==> src/rtl/seg_pkg.sv <==
// Shared types and constants for the 7-segment scan driver.
package seg_pkg;

    typedef logic [3:0] bcd_t;

    localparam bcd_t BCD_MAX    = 4'd9;
    localparam int   SEL_W      = 3;
    localparam int   MAX_DIGITS = 8;

    typedef enum logic [1:0] {IDLE, SHOW, GAP} scan_state_t;

    function automatic logic bcd_bad(input bcd_t d);
        return d > BCD_MAX;
    endfunction

endpackage

==> src/rtl/seg_blank_calc.sv <==
// Per-digit blank flags: invalid codes always blank, leading zeros optionally blank.
module seg_blank_calc
    import seg_pkg::*;
#(
    parameter int unsigned DIGITS   = 8,
    parameter bit          LZ_BLANK = 1'b1
) (
    input  bcd_t [DIGITS-1:0] disp,
    output logic [DIGITS-1:0] blank
);

    logic zeros;

    // Walk from the most significant digit down so 'zeros' means "this and all above are 0".
    always_comb begin
        blank = '0;
        zeros = 1'b1;
        for (int i = DIGITS - 1; i >= 0; i--) begin
            zeros    = zeros & (disp[i] == 4'd0);
            blank[i] = bcd_bad(disp[i]) | (LZ_BLANK && (i > 0) && zeros);
        end
    end

endmodule

==> src/rtl/seg_scan_driver.sv <==
// Scan controller for a multiplexed 7-segment bank: slot timing, gap blanking,
// double-buffered display data and registered decoder-facing outputs.
module seg_scan_driver
    import seg_pkg::*;
#(
    parameter int unsigned DIGITS   = 8,
    parameter int unsigned CLK_DIV  = 50000,
    parameter int unsigned GAP_CYC  = 4,
    parameter bit          LZ_BLANK = 1'b1
) (
    input  logic                  clk,
    input  logic                  rst,
    input  logic                  en,
    input  logic                  load,
    input  logic [4*DIGITS-1:0]   bcd_in,
    input  logic [DIGITS-1:0]     dp_in,
    output logic [SEL_W-1:0]      sel,
    output logic                  sel_en,
    output bcd_t                  bcd_out,
    output logic                  dp_out,
    output logic                  frame_tick,
    output logic                  err
);

    localparam int unsigned        CNT_W     = $clog2(CLK_DIV);
    localparam logic [CNT_W-1:0]   SHOW_LAST = CNT_W'(CLK_DIV - GAP_CYC - 1);
    localparam logic [CNT_W-1:0]   SLOT_LAST = CNT_W'(CLK_DIV - 1);
    localparam logic [SEL_W-1:0]   IDX_LAST  = SEL_W'(DIGITS - 1);

    scan_state_t              state, state_n;
    logic [SEL_W-1:0]         idx, idx_n;
    logic [CNT_W-1:0]         div_cnt, cnt_n;
    logic                     wrap, tick;

    bcd_t [DIGITS-1:0]        in_dig;
    bcd_t [DIGITS-1:0]        pend, disp, disp_n;
    logic [DIGITS-1:0]        pend_dp, disp_dp, disp_dp_n;
    logic                     pend_vld;
    logic                     upd, err_n;
    logic [DIGITS-1:0]        blank_n;

    bcd_t                     cur_bcd;
    logic                     cur_dp, cur_blank;

    assign in_dig = bcd_in;

    // Slot sequencing
    always_comb begin
        state_n = state;
        idx_n   = idx;
        cnt_n   = div_cnt;
        wrap    = 1'b0;
        tick    = 1'b0;
        case (state)
            IDLE: begin
                if (en) begin
                    state_n = SHOW;
                    idx_n   = '0;
                    cnt_n   = '0;
                    tick    = 1'b1;
                end
            end
            SHOW: begin
                if (!en) begin
                    state_n = IDLE;
                    idx_n   = '0;
                    cnt_n   = '0;
                end else begin
                    cnt_n = div_cnt + 1'b1;
                    if (div_cnt == SHOW_LAST) state_n = GAP;
                end
            end
            GAP: begin
                if (!en) begin
                    state_n = IDLE;
                    idx_n   = '0;
                    cnt_n   = '0;
                end else if (div_cnt == SLOT_LAST) begin
                    state_n = SHOW;
                    cnt_n   = '0;
                    wrap    = (idx == IDX_LAST);
                    tick    = wrap;
                    idx_n   = wrap ? '0 : idx + 1'b1;
                end else begin
                    cnt_n = div_cnt + 1'b1;
                end
            end
            default: begin
                state_n = IDLE;
                idx_n   = '0;
                cnt_n   = '0;
            end
        endcase
    end

    // Display buffer: idle loads go straight through, otherwise swap at frame wrap.
    always_comb begin
        disp_n    = disp;
        disp_dp_n = disp_dp;
        upd       = 1'b0;
        if (state == IDLE && load) begin
            disp_n    = in_dig;
            disp_dp_n = dp_in;
            upd       = 1'b1;
        end else if (wrap && pend_vld) begin
            disp_n    = pend;
            disp_dp_n = pend_dp;
            upd       = 1'b1;
        end
    end

    always_comb begin
        err_n = 1'b0;
        for (int i = 0; i < DIGITS; i++)
            if (bcd_bad(disp_n[i])) err_n = 1'b1;
    end

    seg_blank_calc #(
        .DIGITS   (DIGITS),
        .LZ_BLANK (LZ_BLANK)
    ) u_blank (
        .disp  (disp_n),
        .blank (blank_n)
    );

    // Outputs are registered from next-state values so they line up with state.
    always_comb begin
        cur_bcd   = '0;
        cur_dp    = 1'b0;
        cur_blank = 1'b1;
        for (int i = 0; i < DIGITS; i++) begin
            if (idx_n == SEL_W'(i)) begin
                cur_bcd   = disp_n[i];
                cur_dp    = disp_dp_n[i];
                cur_blank = blank_n[i];
            end
        end
    end

    always_ff @(posedge clk) begin
        if (rst) begin
            state      <= IDLE;
            idx        <= '0;
            div_cnt    <= '0;
            pend       <= '0;
            pend_dp    <= '0;
            pend_vld   <= 1'b0;
            disp       <= '0;
            disp_dp    <= '0;
            sel        <= '0;
            sel_en     <= 1'b0;
            bcd_out    <= '0;
            dp_out     <= 1'b0;
            frame_tick <= 1'b0;
            err        <= 1'b0;
        end else begin
            state      <= state_n;
            idx        <= idx_n;
            div_cnt    <= cnt_n;
            frame_tick <= tick;
            disp       <= disp_n;
            disp_dp    <= disp_dp_n;
            if (upd) err <= err_n;

            // A load landing on the wrap edge stays pending for the next frame.
            if (load) begin
                pend     <= in_dig;
                pend_dp  <= dp_in;
                pend_vld <= 1'b1;
            end else if (wrap) begin
                pend_vld <= 1'b0;
            end

            case (state_n)
                SHOW: begin
                    sel    <= idx_n;
                    sel_en <= ~cur_blank;
                    dp_out <= cur_dp & ~cur_blank;
                    if (!cur_blank) bcd_out <= cur_bcd;
                end
                GAP: begin
                    sel_en <= 1'b0;
                    dp_out <= 1'b0;
                end
                default: begin
                    sel    <= '0;
                    sel_en <= 1'b0;
                    dp_out <= 1'b0;
                end
            endcase
        end
    end

endmodule
==> config.mk <==
export PLATFORM = sky130hd
export DESIGN_NAME = seg_scan_driver
export DESIGN_NICKNAME = d
export VERILOG_FILES = /design/src/rtl/seg_pkg.sv /design/src/rtl/seg_blank_calc.sv /design/src/rtl/seg_scan_driver.sv
export SDC_FILE = /design/constraint.sdc
export NUM_CORES = 1
export LEC_CHECK = 0
export ABC_AREA = 1
export ABC_CLOCK_PERIOD_IN_PS = 6600
export CORE_MARGIN = 3
export CORE_UTILIZATION = 25
export DETAILED_ROUTE_END_ITERATION = 10
export RECOVER_POWER = 25
export SLEW_MARGIN = 10
export SYNTH_ARGS = -nofsm -noshare
export SYNTH_HDL_FRONTEND = slang
export SYNTH_HIERARCHICAL = 1
export SYNTH_SLANG_ARGS = --single-unit
export TNS_END_PERCENT = 50
==> constraint.sdc <==
create_clock -name clk -period 6.6 [get_ports clk]
set_clock_uncertainty 0.05 [all_clocks]
set_input_delay 0.66 -clock clk [delete_from_list [all_inputs] [get_ports clk]]
set_output_delay 0.66 -clock clk [all_outputs]
set_load 0.01 [all_outputs]
==> results of run 1 <==
flip-flops by register name, summed over array words and instances, names as in the netlist:
register    cells
disp           32
pend           32
div_cnt        16
disp_dp         8
pend_dp         8
bcd_out         4
idx             3
sel             3
state           2
dp_out          1
err             1
frame_tick      1
pend_vld        1
sel_en          1
cells in the mapped netlist, types with 2 or more instances:
| cell type | number | share of area [%] |
|---|---|---|
| sky130_fd_sc_hd__xor2_1 | 3 | 0.45 |
| sky130_fd_sc_hd__clkinv_1 | 2 | 0.13 |
| sky130_fd_sc_hd__nand2_1 | 168 | 11 |
| sky130_fd_sc_hd__clkbuf_1 | 26 | 1.7 |
| sky130_fd_sc_hd__a21oi_4 | 2 | 0.55 |
| sky130_fd_sc_hd__nand3b_1 | 2 | 0.26 |
| sky130_fd_sc_hd__buf_2 | 3 | 0.26 |
| sky130_fd_sc_hd__o211ai_1 | 8 | 1.0 |
| sky130_fd_sc_hd__nor2_2 | 8 | 0.85 |
| sky130_fd_sc_hd__a221oi_1 | 3 | 0.45 |
| sky130_fd_sc_hd__nand3_2 | 5 | 0.85 |
| sky130_fd_sc_hd__inv_1 | 102 | 6.5 |
| sky130_fd_sc_hd__nor2_1 | 148 | 9.5 |
| sky130_fd_sc_hd__o21ai_1 | 7 | 0.60 |
| sky130_fd_sc_hd__nand3_1 | 23 | 2.0 |
| sky130_fd_sc_hd__nor4_1 | 3 | 0.32 |
| sky130_fd_sc_hd__o21ai_0 | 88 | 7.5 |
| sky130_fd_sc_hd__nand4_2 | 2 | 0.43 |
| sky130_fd_sc_hd__buf_6 | 2 | 0.38 |
| sky130_fd_sc_hd__inv_2 | 7 | 0.45 |
| sky130_fd_sc_hd__nor3b_1 | 2 | 0.26 |
| sky130_fd_sc_hd__nor2_4 | 6 | 1.1 |
| sky130_fd_sc_hd__or2_4 | 2 | 0.30 |
| sky130_fd_sc_hd__or2_1 | 2 | 0.21 |
| sky130_fd_sc_hd__a32o_1 | 2 | 0.34 |
| sky130_fd_sc_hd__o211ai_2 | 2 | 0.43 |
| sky130_fd_sc_hd__nand2_2 | 11 | 1.2 |
| sky130_fd_sc_hd__nand2_4 | 5 | 0.96 |
| sky130_fd_sc_hd__nor3_1 | 6 | 0.51 |
| sky130_fd_sc_hd__ha_1 | 7 | 1.5 |
| sky130_fd_sc_hd__nand4_1 | 20 | 2.1 |
| sky130_fd_sc_hd__dfxtp_1 | 113 | 39 |
| sky130_fd_sc_hd__o21a_1 | 3 | 0.38 |
| sky130_fd_sc_hd__a21oi_1 | 65 | 5.5 |
critical path: stages:
cell and delay, ns:
sky130_fd_sc_hd__buf_2 0.07, sky130_fd_sc_hd__clkbuf_1 1.99, sky130_fd_sc_hd__inv_1 1.12, sky130_fd_sc_hd__clkbuf_1 0.72
sky130_fd_sc_hd__o21ai_0 0.24, sky130_fd_sc_hd__buf_4 0.23, sky130_fd_sc_hd__a221oi_1 0.06
final cells by class:
type                    instances  area [um^2]
flip-flops and latches        113         2260
clock buffers                  23          498
fillers                      2484        15600
multi-input cells             611         3020
inverters                     112          422
repair buffers                 60          573
well taps                     313          392
clock inverters                 9          128
metal layers:
layer	share of wire (%)	track usage (%)	vias to the layer above
met4	1.4	4.18	0
met2	47	21.1	79
met5	0	0	-
met1	49	17.2	2498
met3	2.6	2.73	17
li1	-	-	2893
through the flow:
stage	util, %	cell area, um^2	hold WS [ns]	worst slack [ns]
floorplan	-	5880	0.384	3.54
global placement	29.2	6680	0.399	2.31
detailed placement	29.2	6680	0.402	2.20
CTS	32.0	7310	0.412	2.64
global route	31.9	7290	0.442	1.26
finish	31.9	7290	0.405	1.68
path summary, 6_finish.rpt:
| check | slack, ns | endpoint | startpoint |
|---|---|---|---|
| worst max register to register | 2.72 | bcd_out[1]$_SDFFE_PP0P_ | div_cnt[0]$_SDFFE_PP0P_ |
| worst max-delay path | 1.68 | div_cnt[10]$_SDFFE_PP0P_ | rst |
| worst min-delay path | 0.41 | pend[22]$_SDFFE_PP0P_ | pend[22]$_SDFFE_PP0P_ |
| worst min register to register | 0.41 | pend[22]$_SDFFE_PP0P_ | pend[22]$_SDFFE_PP0P_ |
cells by family (layout without fill, tap and decap cells):
| kind of cell | count (synthesis) | in the layout | share of synthesized area [%] |
|---|---|---|---|
| simple gates | 416 | 416 | 32.1 |
| compound gates | 184 | 184 | 17.3 |
| buf+inv | 147 | 204 | 9.99 |
| flops | 113 | 113 | 38.5 |
| fa+ha+maj | 7 | 7 | 1.49 |
| xor+xnor | 4 | 4 | 0.596 |
power by group through the flow:
stage | logic [mW] | registers (mW) | clock network [mW]
after floorplan | 0.146 | 0.749 | 0
after global placement | 0.227 | 0.750 | 0
after detailed placement | 0.229 | 0.751 | 0
after CTS | 0.230 | 0.737 | 0.982
after global routing | 0.260 | 0.741 | 1.01
final | 0.227 | 0.737 | 0.964
cells in the final DEF, fill, tap and decap left out, types with 6 or more instances in the layout:
cell type / count
sky130_fd_sc_hd__o21ai_1: 7
sky130_fd_sc_hd__nand3_1: 23
sky130_fd_sc_hd__nor2_2: 7
sky130_fd_sc_hd__nand2_2: 11
sky130_fd_sc_hd__o211ai_1: 8
sky130_fd_sc_hd__dlygate4sd3_1: 11
sky130_fd_sc_hd__inv_1: 102
sky130_fd_sc_hd__inv_2: 7
sky130_fd_sc_hd__clkdlybuf4s50_1: 42
sky130_fd_sc_hd__o21ai_0: 88
sky130_fd_sc_hd__dfxtp_1: 113
sky130_fd_sc_hd__a21oi_1: 65
sky130_fd_sc_hd__nand2_1: 168
sky130_fd_sc_hd__nor3_1: 6
sky130_fd_sc_hd__clkbuf_16: 17
sky130_fd_sc_hd__nand4_1: 20
sky130_fd_sc_hd__ha_1: 7
sky130_fd_sc_hd__nor2_1: 150
==> impl_table.tex, run 1 <==
\begin{tabular}{lr}
\hline
Metric & Value \\
\hline
\multicolumn{2}{l}{\textbf{Outcome}} \\
Result of the run & finished, violations left \\
Violated checks & max-capacitance violations, max-slew violations \\
\multicolumn{2}{l}{\textbf{STA}} \\
Count of endpoints failing hold in the final timing report & 0 \\
Slew Limit Headroom & -89.5\% \\
Unrepaired setup endpoints after global routing & false \\
Maximum clock frequency & between 200 and 250 MHz \\
Setup violations, final & 0 \\
Pins over their slew limit & 54 \\
Setup TNS & 0 ns \\
Share of the clock period used by the worst path after layout & 74.6\% \\
Worst-margin pin slew & 2.84 ns \\
Post-layout minimum cycle time & between 4 and 5 ns \\
\multicolumn{2}{l}{\textbf{Synth}} \\
Synthesis Warnings & 6 \\
Dominant register cell in the synthesized netlist & sky130\_fd\_sc\_hd\_\_dfxtp\_1 \\
Post-synth cell types & 47 \\
Sequential area share after synthesis & between 30\% and 40\% \\
Average cell area after synthesis & a little under 7 um\^{}2 \\
Post-synthesis cell count & approximately 870 \\
Number of synthesized flops with an enable pin & 0 \\
Total nets after synthesis & 922 \\
Post-synth design cell area & 5880 um\^{}2 \\
Async S/R FF share, synth & 0\% \\
Yosys reg bits & 113 \\
\multicolumn{2}{l}{\textbf{Clock tree}} \\
Buffer count from post-CTS setup fixing & 0 \\
CTS clock-pin slew for the worst setup and hold paths & about 0.060 ns \\
Hold-fix buffers at CTS & 0 \\
Post-cts repair resize count & 0 \\
Clock H-tree levels & 4 \\
Clk sinks & 113 \\
CTS root buffer & sky130\_fd\_sc\_hd\_\_clkbuf\_16 \\
Latest clock arrival within the worst-skew pair & 0.42 ns \\
TritonCTS clock tree & built \\
CTS Buffer Depth & 2 \\
Number of buffers created by CTS & 17 \\
\multicolumn{2}{l}{\textbf{Routing}} \\
Number of antenna-violating nets in the routed design & 0 \\
Detailed Routing Iterations Pass 1 & 5 \\
Detailed Route WL & around 16 mm \\
Via-per-instance ratio & 4.42 \\
Via total after detailed routing & around 5.5k \\
DRC & 0 \\
Starting DRC count in detailed routing & just under 400 \\
Routed len/inst & 12.9 um \\
\multicolumn{2}{l}{\textbf{Cells and area}} \\
Non-filler cells in the finished layout & about 1.2k \\
Layout cell share with drive strength beyond 1 & around a tenth \\
Diode count & 0 \\
Nets & between 900 and 1k \\
Layout Area Growth over Synthesis & 24.1\% \\
\multicolumn{2}{l}{\textbf{Global route}} \\
Global Route Usage Sum & between 10\% and 20\% \\
Grt ovf & 0 \\
First-pass GRT wire length & between 20 and 30 mm \\
Maximum number of pins on one net before global-route repair & 54 \\
Number of antenna violations at the first check in global routing & 0 \\
Number of global-route vias before repair & between 5k and 6k \\
\multicolumn{2}{l}{\textbf{Floorplanning}} \\
Die span in y & between 150 and 200 um \\
Die width & 159 um \\
Total I/O pin count & 55 \\
Die ar. & around 25000 um\^{}2 \\
\# rows & 55 \\
Core box area & $\sim$23000 um\^{}2 \\
Initial standard-cell utilization of the core & between 20\% and 30\% \\
\multicolumn{2}{l}{\textbf{Worst hold path}} \\
Min-Delay Path Class & register to register \\
Number of cells traversed by the worst hold path & 2 \\
\multicolumn{2}{l}{\textbf{Critical path}} \\
CP Data Arrival Time & roughly 5.2 ns \\
Category of the worst setup path launch point & input pin \\
Critical Setup Path Class & input pin to register \\
Required time reported for the critical path endpoint & 6.83 ns \\
Cells on worst reg2reg path & 25 \\
Critical Path Sink Type & register \\
Crit path max fanout & 53 \\
\multicolumn{2}{l}{\textbf{Power and ir drop}} \\
Clock power frac & roughly half \\
P\_sw & around 480 uW \\
Fraction of power spent switching nets & between 20 and 25\% \\
Portion of total power attributed to combinational logic & about an eighth \\
Maximum vdd drop & around 0.16 mV \\
Total internal power & around 1.4 mW \\
Share of total power in sequential cells & between 30\% and 40\% \\
Overall power of the completed layout & 1.93 mW \\
Power per Cell Area & about 260 nW/um\^{}2 \\
Leak pwr & between 3 and 4 nW \\
\multicolumn{2}{l}{\textbf{Place}} \\
Placer Congestion & approximately 0.85 \\
Half-perimeter wire length of the detailed placement result & $\sim$11 mm \\
Cell count after placement & 1209 \\
Number of buffers added on ports & 54 \\
\multicolumn{2}{l}{\textbf{Run}} \\
Max Cap Violations & 1 \\
\hline
\end{tabular}
Note: power is estimated with default switching activity, not from simulation.
==> run 2: changes to the inputs <==
--- a/config.mk
+++ b/config.mk
@@ -6,7 +6,7 @@
 export NUM_CORES = 1
 export LEC_CHECK = 0
 export ABC_AREA = 1
-export ABC_CLOCK_PERIOD_IN_PS = 6600
+export ABC_CLOCK_PERIOD_IN_PS = 4750
 export CORE_MARGIN = 3
 export CORE_UTILIZATION = 25
 export DETAILED_ROUTE_END_ITERATION = 10
==> constraint.sdc (replaced) <==
create_clock -name clk -period 4.75 [get_ports clk]
set_clock_uncertainty 0.05 [all_clocks]
set_input_delay 0.475 -clock clk [delete_from_list [all_inputs] [get_ports clk]]
set_output_delay 0.475 -clock clk [all_outputs]
set_load 0.01 [all_outputs]
==> run 2 against run 1 <==
- the flow now finishes without violations
- core utilization up 0.20 points
- worst setup slack worse by 0.78 ns
- first-iteration DRC count down 23%
- clock-buffer cell count down 4
- die area unchanged
- sequential power up 38%
- final cell count up 0.24%
- sequential share of layout area down 0.19 points
- critical endpoint is now bcd_out[2]$_SDFFE_PP0P_
==> impl_table.tex, run 2 (synthesis results as in run 1) <==
\begin{tabular}{lr}
\hline
Metric & Value \\
\hline
\multicolumn{2}{l}{\textbf{Clock tree}} \\
Post-cts repair resize count & 0 (unchanged) \\
CTS clock-pin slew for the worst setup and hold paths & 0.06 ns (about the same) \\
Hold-fix buffers at CTS & 0 (unchanged) \\
Clk sinks & 113 (unchanged) \\
TritonCTS clock tree & built \\
Latest clock arrival within the worst-skew pair & 0.42 ns (about the same) \\
Buffer count from post-CTS setup fixing & 0 (unchanged) \\
Clock H-tree levels & 4 (unchanged) \\
CTS Buffer Depth & 2 (unchanged) \\
CTS root buffer & sky130\_fd\_sc\_hd\_\_clkbuf\_16 \\
Number of buffers created by CTS & 17 (unchanged) \\
\multicolumn{2}{l}{\textbf{Cells and area}} \\
Layout Area Growth over Synthesis & 24.9\% \\
Fill cell instance count of the final layout & 2505 (+0.85\%) \\
Footprint of the flip-flops and latches & 2260 um\^{}2 (unchanged) \\
Commonest non-fill, non-tap cells in the layout & 171 x sky130\_fd\_sc\_hd\_\_nand2\_1, 150 x sky130\_fd\_sc\_hd\_\_nor2\_1, 113 x sky130\_fd\_sc\_hd\_\_dfxtp\_1 \\
Area of the multi-input gates & 2990 um\^{}2 (-0.75\%) \\
Registers with the most flip-flops & disp: 32 flops, pend: 32 flops, div\_cnt: 16 flops \\
Layout cell share with drive strength beyond 1 & 9.24\% (-0.25 points) \\
Diode count & 0 (unchanged) \\
Non-filler cells in the finished layout & 1244 (+0.24\%) \\
Most common cell after layout, fill and taps aside & sky130\_fd\_sc\_hd\_\_nand2\_1 \\
Nets & 969 (+0.31\%) \\
\multicolumn{2}{l}{\textbf{Critical path}} \\
Endpoint of the worst-slack reg-to-reg timing path & bcd\_out[2]\$\_SDFFE\_PP0P\_ \\
Flop2flop setup slack & 0.90 ns (-1.82 ns) \\
Crit path max fanout & 10 (-81\%) \\
Worst flop-to-flop path startpoint & div\_cnt[0]\$\_SDFFE\_PP0P\_ \\
Critical Path Sink Type & register \\
Worst setup startpoint & div\_cnt[0]\$\_SDFFE\_PP0P\_ \\
Required time reported for the critical path endpoint & 5.01 ns (-1.82 ns) \\
CP Data Arrival Time & 4.10 ns (-1.05 ns) \\
Master of the slowest instance on the critical path & sky130\_fd\_sc\_hd\_\_dfxtp\_1 \\
Category of the worst setup path launch point & register \\
Biggest cell delay along the critical path & 0.38 ns (-1.61 ns) \\
Cells on worst reg2reg path & 28 (+12\%) \\
Critical Setup Path Class & register to register \\
\multicolumn{2}{l}{\textbf{Routing}} \\
Detailed Route WL & 16.3 mm (+1.6\%) \\
DRC & 0 (unchanged) \\
Starting DRC count in detailed routing & 305 (-23\%) \\
Routed len/inst & 13.1 um (+1.3\%) \\
Detailed Routing Iterations Pass 1 & 5 (unchanged) \\
Via total after detailed routing & 5531 (+0.80\%) \\
Via-per-instance ratio & 4.45 (+0.56\%) \\
Number of antenna-violating nets in the routed design & 0 (unchanged) \\
\multicolumn{2}{l}{\textbf{STA}} \\
Count of endpoints failing hold in the final timing report & 0 (unchanged) \\
Pins over their slew limit & 0 (-100\%) \\
Slew Limit Headroom & 19.4\% (+110 points) \\
Setup TNS & 0 ns (unchanged) \\
Maximum clock frequency & roughly 260 MHz \\
Setup violations, final & 0 (unchanged) \\
Share of the clock period used by the worst path after layout & roughly four fifths \\
Hold\_ws & 0.410 ns (+0.00456 ns) \\
Smallest setup slack after layout & 0.901 ns (-0.776 ns) \\
Worst-margin pin slew & 1.21 ns (-1.63 ns) \\
Post-layout minimum cycle time & between 3 and 4 ns \\
Unrepaired setup endpoints after global routing & false \\
\multicolumn{2}{l}{\textbf{Worst hold path}} \\
Endpoint, Worst Hold & pend[30]\$\_SDFFE\_PP0P\_ \\
Number of cells traversed by the worst hold path & 2 (unchanged) \\
Min-Delay Path Class & register to register \\
Hold Startpoint & pend[30]\$\_SDFFE\_PP0P\_ \\
\multicolumn{2}{l}{\textbf{Floorplanning}} \\
Total I/O pin count & 55 (unchanged) \\
Initial standard-cell utilization of the core & 25.7\% (unchanged) \\
Die width & 159 um (unchanged) \\
Die ar. & 25400 um\^{}2 (unchanged) \\
Die span in y & 159 um (unchanged) \\
\# rows & 55 (unchanged) \\
Core box area & 22800 um\^{}2 (unchanged) \\
\multicolumn{2}{l}{\textbf{Power and ir drop}} \\
Overall power of the completed layout & 2.79 mW (+45\%) \\
Maximum vdd drop & 0.224 mV (+39\%) \\
Total internal power & 2.11 mW (+45\%) \\
Leak pwr & 3.12 nW (about the same) \\
Share of total power in sequential cells & 36.7\% (-1.5 points) \\
Power per Cell Area & 381 nW/um\^{}2 (+44\%) \\
P\_sw & 686 uW (+43\%) \\
Portion of total power attributed to combinational logic & 11.4\% (-0.4 points) \\
Fraction of power spent switching nets & 24.6\% (-0.31 points) \\
Clock power frac & 52.0\% (+2.0 points) \\
\multicolumn{2}{l}{\textbf{Global route}} \\
Number of global-route vias before repair & 5196 (-1.4\%) \\
Global Route Usage Sum & 13.0\% (about the same) \\
Number of antenna violations at the first check in global routing & 0 (unchanged) \\
Grt ovf & 0 (unchanged) \\
Maximum number of pins on one net before global-route repair & 54 (unchanged) \\
First-pass GRT wire length & 26.9 mm (+0.28\%) \\
\multicolumn{2}{l}{\textbf{Place}} \\
Number of buffers added on ports & 54 (unchanged) \\
Worst slack, placed & 0.826 ns (-1.38 ns) \\
Placer Congestion & 0.870 (+2.5\%) \\
Cell count after placement & 1212 (+0.25\%) \\
Half-perimeter wire length of the detailed placement result & 11.6 mm (+2.2\%) \\
\multicolumn{2}{l}{\textbf{Outcome}} \\
Result of the run & complete, no violations \\
\multicolumn{2}{l}{\textbf{Run}} \\
Max Cap Violations & 0 (-1) \\
\hline
\end{tabular}
## run 2: critical path, delay by kind of cell, from the launching register on
| kind | cells | cell delay [ns] |
|---|---|---|
| AND/OR/NAND/NOR | 23 | 2.63 |
| flip-flops | 1 | 0.38 |
| AO/OA/AOI/OAI | 2 | 0.29 |
| adder cells (fa/ha/maj) | 1 | 0.23 |
| buffers and inverters | 2 | 0.16 |
## run 2: worst max path at each step
stage	end	slack, ns	cells after the start
final	bcd_out[2]$_SDFFE_PP0P_	0.90	28
after global routing	bcd_out[2]$_SDFFE_PP0P_	0.41	28
after CTS	bcd_out[2]$_SDFFE_PP0P_	1.06	26
after detailed placement	bcd_out[2]$_SDFFE_PP0P_	0.83	23
after global placement	bcd_out[2]$_SDFFE_PP0P_	0.92	23
after floorplan	bcd_out[0]$_SDFFE_PP0P_	1.69	26
## run 2: through the flow
stage | utilization (%) | cell area [um^2]
after floorplan | - | 5880
after global placement | 29.3 | 6710
after detailed placement | 29.3 | 6710
after CTS | 32.3 | 7370
after global routing | 32.1 | 7340
final | 32.1 | 7340
## run 2: layout make-up
type	instances	share of cell area, %
Timing Repair Buffer	63	8.17
Tap cell	313	5.34
Sequential cell	113	30.8
Clock inverter	13	3.19
Inverter	112	5.75
Multi-Input combinational cell	611	40.8
Clock buffer	19	5.90
## run 2: power by group through the flow
stage / registers (mW) / clock network (mW) / logic (mW)
floorplan: 1.04 / 0 / 0.203
global placement: 1.04 / 0 / 0.317
detailed placement: 1.04 / 0 / 0.319
CTS: 1.02 / 1.47 / 0.321
global route: 1.03 / 1.52 / 0.360
finish: 1.02 / 1.45 / 0.318
## run 2: per-layer routing
metal / global-route usage [%] / share of wire (%)
met2: 20.4 / 45
met5: 0 / 0
met4: 3.78 / 1.4
met1: 17.8 / 49
met3: 3.07 / 4.5
